--- src/rtl/dm_abstract_cmd.sv ---
// -----------------------------------------------------------------------------
// dm_abstract_cmd
//   Abstract-command engine for the debug module. Accepts "Access Register"
//   commands (cmdtype 0) written to the DMI `command` register, checks that the
//   hart is halted, sequences one GPR/CSR read or write over the core debug
//   register port, and returns read data to data0. Owns abstractcs.busy and
//   the sticky abstractcs.cmderr field.
//
// Parameters
//   READ_LATENCY  cycles from RegAddr valid to RegOut valid (1..4)
//   NUM_GPR       GPRs reachable at regno 0x1000 .. 0x1000+NUM_GPR-1
//
// Ports
//   clk, reset_n   clock, asynchronous active-low reset
//   CmdValid       one-cycle pulse: DMI write to `command`
//   CmdWord        {cmdtype[31:24], aarsize[22:20], transfer[17], write[16], regno[15:0]}
//   Data0In        current data0 value (write data source)
//   CmdErrClr      W1C mask for cmderr
//   DebugMode      hart halted in debug mode
//   RegOut         core register read data
//   Busy           abstractcs.busy
//   CmdErr         abstractcs.cmderr (sticky)
//   Data0Out       read result for data0
//   Data0WE        one-cycle strobe: load Data0Out into data0
//   RegAddr        core register address (GPR index or CSR number)
//   RegIsGPR       1 = RegAddr selects a GPR, 0 = CSR
//   RegIn          write data to the core
//   DebugRegWrite  one-cycle core register write strobe
// -----------------------------------------------------------------------------
module dm_abstract_cmd #(
    parameter int READ_LATENCY = 1,
    parameter int NUM_GPR      = 32
) (
    input  logic        clk,
    input  logic        reset_n,
    input  logic        CmdValid,
    input  logic [31:0] CmdWord,
    input  logic [31:0] Data0In,
    input  logic [2:0]  CmdErrClr,
    input  logic        DebugMode,
    input  logic [31:0] RegOut,
    output logic        Busy,
    output logic [2:0]  CmdErr,
    output logic [31:0] Data0Out,
    output logic        Data0WE,
    output logic [11:0] RegAddr,
    output logic        RegIsGPR,
    output logic [31:0] RegIn,
    output logic        DebugRegWrite
);

    localparam logic [2:0] S_IDLE      = 3'd0;
    localparam logic [2:0] S_CHECK     = 3'd1;
    localparam logic [2:0] S_WRITE     = 3'd2;
    localparam logic [2:0] S_READ_WAIT = 3'd3;
    localparam logic [2:0] S_DONE      = 3'd4;

    localparam logic [2:0] ERR_BUSY    = 3'd1;
    localparam logic [2:0] ERR_NOT_SUP = 3'd2;
    localparam logic [2:0] ERR_HALT    = 3'd4;

    localparam logic [15:0] GPR_FIRST = 16'h1000;
    localparam logic [15:0] GPR_LAST  = 16'(32'h1000 + NUM_GPR - 1);
    localparam logic [1:0]  WAIT_INIT = 2'(READ_LATENCY - 1);

    logic [2:0]  r_state;
    logic [7:0]  r_cmdtype;
    logic [2:0]  r_aarsize;
    logic        r_transfer;
    logic        r_write;
    logic [15:0] r_regno;
    logic [31:0] r_data0;
    logic [1:0]  r_wait_cnt;
    logic [2:0]  r_cmderr;
    logic [31:0] r_data0_out;
    logic        r_data0_we;
    logic [11:0] r_reg_addr;
    logic        r_reg_is_gpr;
    logic [31:0] r_reg_in;
    logic        r_reg_wr;

    logic        w_is_gpr;
    logic        w_is_csr;
    logic [2:0]  w_check_err;
    logic [2:0]  w_err_code;
    logic        w_unused_cmd_bits;

    // Bits 23 and 19:18 of the command (including postexec) are not acted on.
    assign w_unused_cmd_bits = ^{CmdWord[23], CmdWord[19:18]};

    assign w_is_gpr = (r_regno >= GPR_FIRST) && (r_regno <= GPR_LAST);
    assign w_is_csr = (r_regno <= 16'h0FFF);

    // Command validation, evaluated while in CHECK; first matching rule wins.
    always_comb begin
        // NOTE: every always_comb output gets a default first so no latch is inferred.
        w_check_err = 3'd0;
        if (r_cmdtype != 8'd0)
            w_check_err = ERR_NOT_SUP;
        else if (r_transfer && (r_aarsize != 3'd2))
            w_check_err = ERR_NOT_SUP;
        else if (r_transfer && !w_is_gpr && !w_is_csr)
            w_check_err = ERR_NOT_SUP;
        else if (!DebugMode)
            w_check_err = ERR_HALT;
    end

    // The in-flight command's own error outranks a busy collision in the same cycle.
    always_comb begin
        w_err_code = 3'd0;
        if ((r_state == S_CHECK) && (w_check_err != 3'd0))
            w_err_code = w_check_err;
        else if (CmdValid && (r_state != S_IDLE))
            w_err_code = ERR_BUSY;
    end

    // Sticky cmderr: only the first error is recorded, and a new error wins over
    // a same-cycle clear.
    always_ff @(posedge clk or negedge reset_n) begin
        if (!reset_n) begin
            // NOTE: sequential state uses non-blocking assignments only.
            r_cmderr <= 3'd0;
        end else if ((w_err_code != 3'd0) && (r_cmderr == 3'd0)) begin
            r_cmderr <= w_err_code;
        end else begin
            r_cmderr <= r_cmderr & ~CmdErrClr;
        end
    end

    always_ff @(posedge clk or negedge reset_n) begin
        if (!reset_n) begin
            r_state      <= S_IDLE;
            r_cmdtype    <= 8'd0;
            r_aarsize    <= 3'd0;
            r_transfer   <= 1'b0;
            r_write      <= 1'b0;
            r_regno      <= 16'd0;
            r_data0      <= 32'd0;
            r_wait_cnt   <= 2'd0;
            r_data0_out  <= 32'd0;
            r_data0_we   <= 1'b0;
            r_reg_addr   <= 12'd0;
            r_reg_is_gpr <= 1'b0;
            r_reg_in     <= 32'd0;
            r_reg_wr     <= 1'b0;
        end else begin
            // Strobes default low; the state that raises one overrides below.
            r_data0_we <= 1'b0;
            r_reg_wr   <= 1'b0;
            case (r_state)
                S_IDLE: begin
                    // A pending cmderr blocks new commands (pre-clear value).
                    if (CmdValid && (r_cmderr == 3'd0)) begin
                        r_cmdtype  <= CmdWord[31:24];
                        r_aarsize  <= CmdWord[22:20];
                        r_transfer <= CmdWord[17];
                        r_write    <= CmdWord[16];
                        r_regno    <= CmdWord[15:0];
                        r_data0    <= Data0In;
                        r_state    <= S_CHECK;
                    end
                end
                S_CHECK: begin
                    if ((w_check_err != 3'd0) || !r_transfer) begin
                        r_state <= S_DONE;
                    end else begin
                        r_reg_addr   <= w_is_gpr ? {7'b0, r_regno[4:0]} : r_regno[11:0];
                        r_reg_is_gpr <= w_is_gpr;
                        if (r_write) begin
                            r_reg_in <= r_data0;
                            r_reg_wr <= 1'b1;
                            r_state  <= S_WRITE;
                        end else begin
                            r_wait_cnt <= WAIT_INIT;
                            r_state    <= S_READ_WAIT;
                        end
                    end
                end
                S_WRITE: begin
                    r_state <= S_DONE;
                end
                S_READ_WAIT: begin
                    if (r_wait_cnt == 2'd0) begin
                        r_data0_out <= RegOut;
                        r_data0_we  <= 1'b1;
                        r_state     <= S_DONE;
                    end else begin
                        r_wait_cnt <= r_wait_cnt - 2'd1;
                    end
                end
                S_DONE: begin
                    r_state <= S_IDLE;
                end
                default: begin
                    r_state <= S_IDLE;
                end
            endcase
        end
    end

    assign Busy          = (r_state != S_IDLE);
    assign CmdErr        = r_cmderr;
    assign Data0Out      = r_data0_out;
    assign Data0WE       = r_data0_we;
    assign RegAddr       = r_reg_addr;
    assign RegIsGPR      = r_reg_is_gpr;
    assign RegIn         = r_reg_in;
    assign DebugRegWrite = r_reg_wr;

endmodule

--- config.mk ---
export PLATFORM = sky130hd
export DESIGN_NAME = dm_abstract_cmd
export DESIGN_NICKNAME = d
export VERILOG_FILES = /design/src/rtl/dm_abstract_cmd.sv
export SDC_FILE = /design/constraint.sdc
export NUM_CORES = 1
export LEC_CHECK = 0
export CAP_MARGIN = 20
export CORE_MARGIN = 3
export CORE_UTILIZATION = 46
export CTS_BUF_LIST = sky130_fd_sc_hd__clkbuf_16
export CTS_CLUSTER_SIZE = 12
export DETAILED_ROUTE_END_ITERATION = 7
export PLACE_DENSITY = 0.85
export SLEW_MARGIN = 15
export SYNTH_ARGS = -nofsm -noshare
export SYNTH_HDL_FRONTEND = slang
export SYNTH_SLANG_ARGS = --single-unit
--- constraint.sdc ---
create_clock -name clk -period 3.1 [get_ports clk]
set_clock_uncertainty 0.1 [all_clocks]
set_input_delay 0.62 -clock clk [delete_from_list [all_inputs] [get_ports clk]]
set_output_delay 0.62 -clock clk [all_outputs]
set_load 0.02 [all_outputs]
==> reports/summary.txt <==
RD Place Congestion - 0.762
Die Y - 119 um
Syn Nets - 466
Placement Cell Area - 7870 um^2
Leak - 3.76 nW
R2R cell count - 5
Post-CTS Resized - 0
CTS Root Cell - clkbuf_16
Core Area - 12200 um^2
Crit path cell chain - or4_4, o41a_4, or4_2, buf_12, mux2_4
Final hold violations - 0
Slew headroom - 44.9%
Final #Nets - 659
Status - complete, no violations
Row Count - 40
CP Capture Type - register
Clock sink total - 148
First-pass GRT wire length - 21100 um
Synth top area cells - dfrtp_1, mux2_2, mux2_4
TritonCTS Buffers - 17
Synth async-reset ratio - 100%
# hold bufs at CTS - 0
CTS tree - done
Die Width - 119 um
Synthesized cell area - 5820 um^2
DR vias/cell - 5.01
Most used DFF post-synth - dfrtp_1
Critical Path Max Stage Delay - 0.72 ns
Worst VDD drop - 0.000563 V
Detailed Place HPWL - 9090 um
R2r endpoint - RegIn[17]
Crit path buf inv count - 1
Starting Density - 47.7%
DRC - 0
Antenna violations before repair - 0
Via count - 3681
Max-slew violation count - 0
DRT Pass-1 Iters - 4
Crit Path Category - register to register
Final setup fails - 0
Critical Path Sink - RegIn[17]
Unrepaired setup endpoints after global routing - no
# Max-Cap Violations - 0
IO Port Bufs - 182
WL final - 12900 um
Count leader, synth - dfrtp_1
Drt wl/cell - 17.5 um
Flop-to-flop setup slack - 0.23 ns
Post-CTS Setup Repair Bufs - 0
Synth warnings - 0
Total negative slack - 0 ns
Grt ovf - 0
Vias in the first global route - 3976
Slowest-stage cell, CP - or4_2
Critical path launch point type - register
Syn Inst Count - 362
Iteration-0 DRC Markers - 257
H-tree levels - 4
Cell variety after synth - 33
Antenna-violating nets left - 0
Die ar. - 14000 um^2
Ant. Diodes - 0
Pwr Density - 682 nW/um^2
Layout Area Growth over Synthesis - 43.4%
Number of cells on the critical path - 5
Avg Cell Area, Syn - 16.1 um^2
Post-synthesis register bit count - 148
CP startpoint - r_regno[9]
Worst hold path class - input port to async pin
Top delay family on crit path - simple AND/OR/NAND/NOR gates
Post-synth EDFFs - 0
Tot GR Track Use - 19.2%
Cell taking the most area after synthesis - dfrtp_1
Fin crit share - 92.7%
Yosys top cell area share - 63.6%
Fraction of layout cells with a size suffix above 1 - 30.2%
Critical Path Fanout Max - 32
IO Count - 186
Cell area after layout - 8350 um^2
Worst-margin pin slew - 0.826 ns
Reg clk slew, reported paths - 0.05 ns
Required time of the critical path - 3.29 ns
Fillcell total - 896
Maximum number of pins on one net before global-route repair - 72
Worst r2r src - r_regno[9]
Achievable clock frequency - 0.348 GHz
Clk buf depth - 2
Post-synth top cells - dfrtp_1, mux2_2, mux2_4
Sequential fraction of the synthesis area - 63.6%
Arr. time, crit path - 3.06 ns
Insertion delay to the later sink of the worst-skew pair - 0.41 ns
Post-layout min period - 2.87 ns
==> sequential cells by signal (all words and copies together), names as in the netlist <==
| register | flops |
|---|---|
| Data0Out | 32 |
| RegIn | 32 |
| r_data0 | 32 |
| r_regno | 16 |
| RegAddr | 12 |
| r_cmdtype | 8 |
| CmdErr | 3 |
| r_aarsize | 3 |
| r_state | 3 |
| r_wait_cnt | 2 |
| Data0WE | 1 |
| DebugRegWrite | 1 |
| RegIsGPR | 1 |
| r_transfer | 1 |
| r_write | 1 |
==> power breakdown <==
group | internal [W] | switching, W | total (W)
Sequential | 0.00240 | 0.000268 | 0.00267
Combinational | 0.000794 | 0.000536 | 0.00133
Clock | 0.000979 | 0.000716 | 0.00170
==> layer usage <==
metal	share of wire (%)	GRT usage, %	vias up	routed length (um)
met5	0	0	-	0
met4	1.5	7.02	0	196
met3	5.4	5.89	16	690
met2	53	33.3	103	6810
met1	40	22.4	1882	5150
li1	-	-	1680	-
==> metrics by stage <==
stage	hold WS [ns]	utilization (%)	cells	total power, W	worst slack [ns]
6_report	0.113	68.4	735	0.00569	0.228
3_5_place_dp	0.387	64.4	704	0.00404	0.241
5_1_grt	0.146	68.4	735	0.00601	0.190
4_1_cts	0.128	68.4	735	0.00577	0.227
2_1_floorplan	0.224	-	362	0.00354	0.478
3_3_place_gp	0.380	64.4	704	0.00394	0.278
==> cell families after synthesis <==
logic type / share of synthesized area [%]
adders and majority gates: 0.215
DFF: 63.6
muxes: 28.6
and+or+nand+nor: 3.70
buffers and inverters: 1.85
AOI/OAI and AO/OA: 2.02
==> cell type report <==
cell class,count,area [um^2],area share (%)
flip-flops and latches,148,3700,44.3
multi-input cells,192,2030,24.3
repair buffers,189,1900,22.8
clock buffers,17,425,5.09
well taps,168,210,2.52
clock inverters,14,58.8,0.704
inverters,7,26.3,0.315
==> placed cells by master (no fill, tap or decap), drive strengths merged, types with 2 or more instances in the layout <==
cell type      instances
clkdlybuf4s50        181
dfrtp                148
mux2                 138
clkbuf                17
inv                   12
nand2                 11
clkinv                 8
buf                    8
nor4                   5
o21ai                  4
nand3                  4
nand4                  3
or4                    3
nor2                   2
nor3                   2
o41ai                  2
nor2b                  2
nand2b                 2
==> worst min path at each step <==
stage	start	endpoint	slack [ns]
after floorplan	reset_n	CmdErr[0]	0.22
after global placement	r_data0[1]	RegIn[1]	0.38
after detailed placement	r_data0[19]	RegIn[19]	0.39
after CTS	reset_n	RegIn[9]	0.13
after global routing	reset_n	r_data0[6]	0.15
final	reset_n	r_data0[6]	0.11
Note: power is estimated with default switching activity, not from simulation.
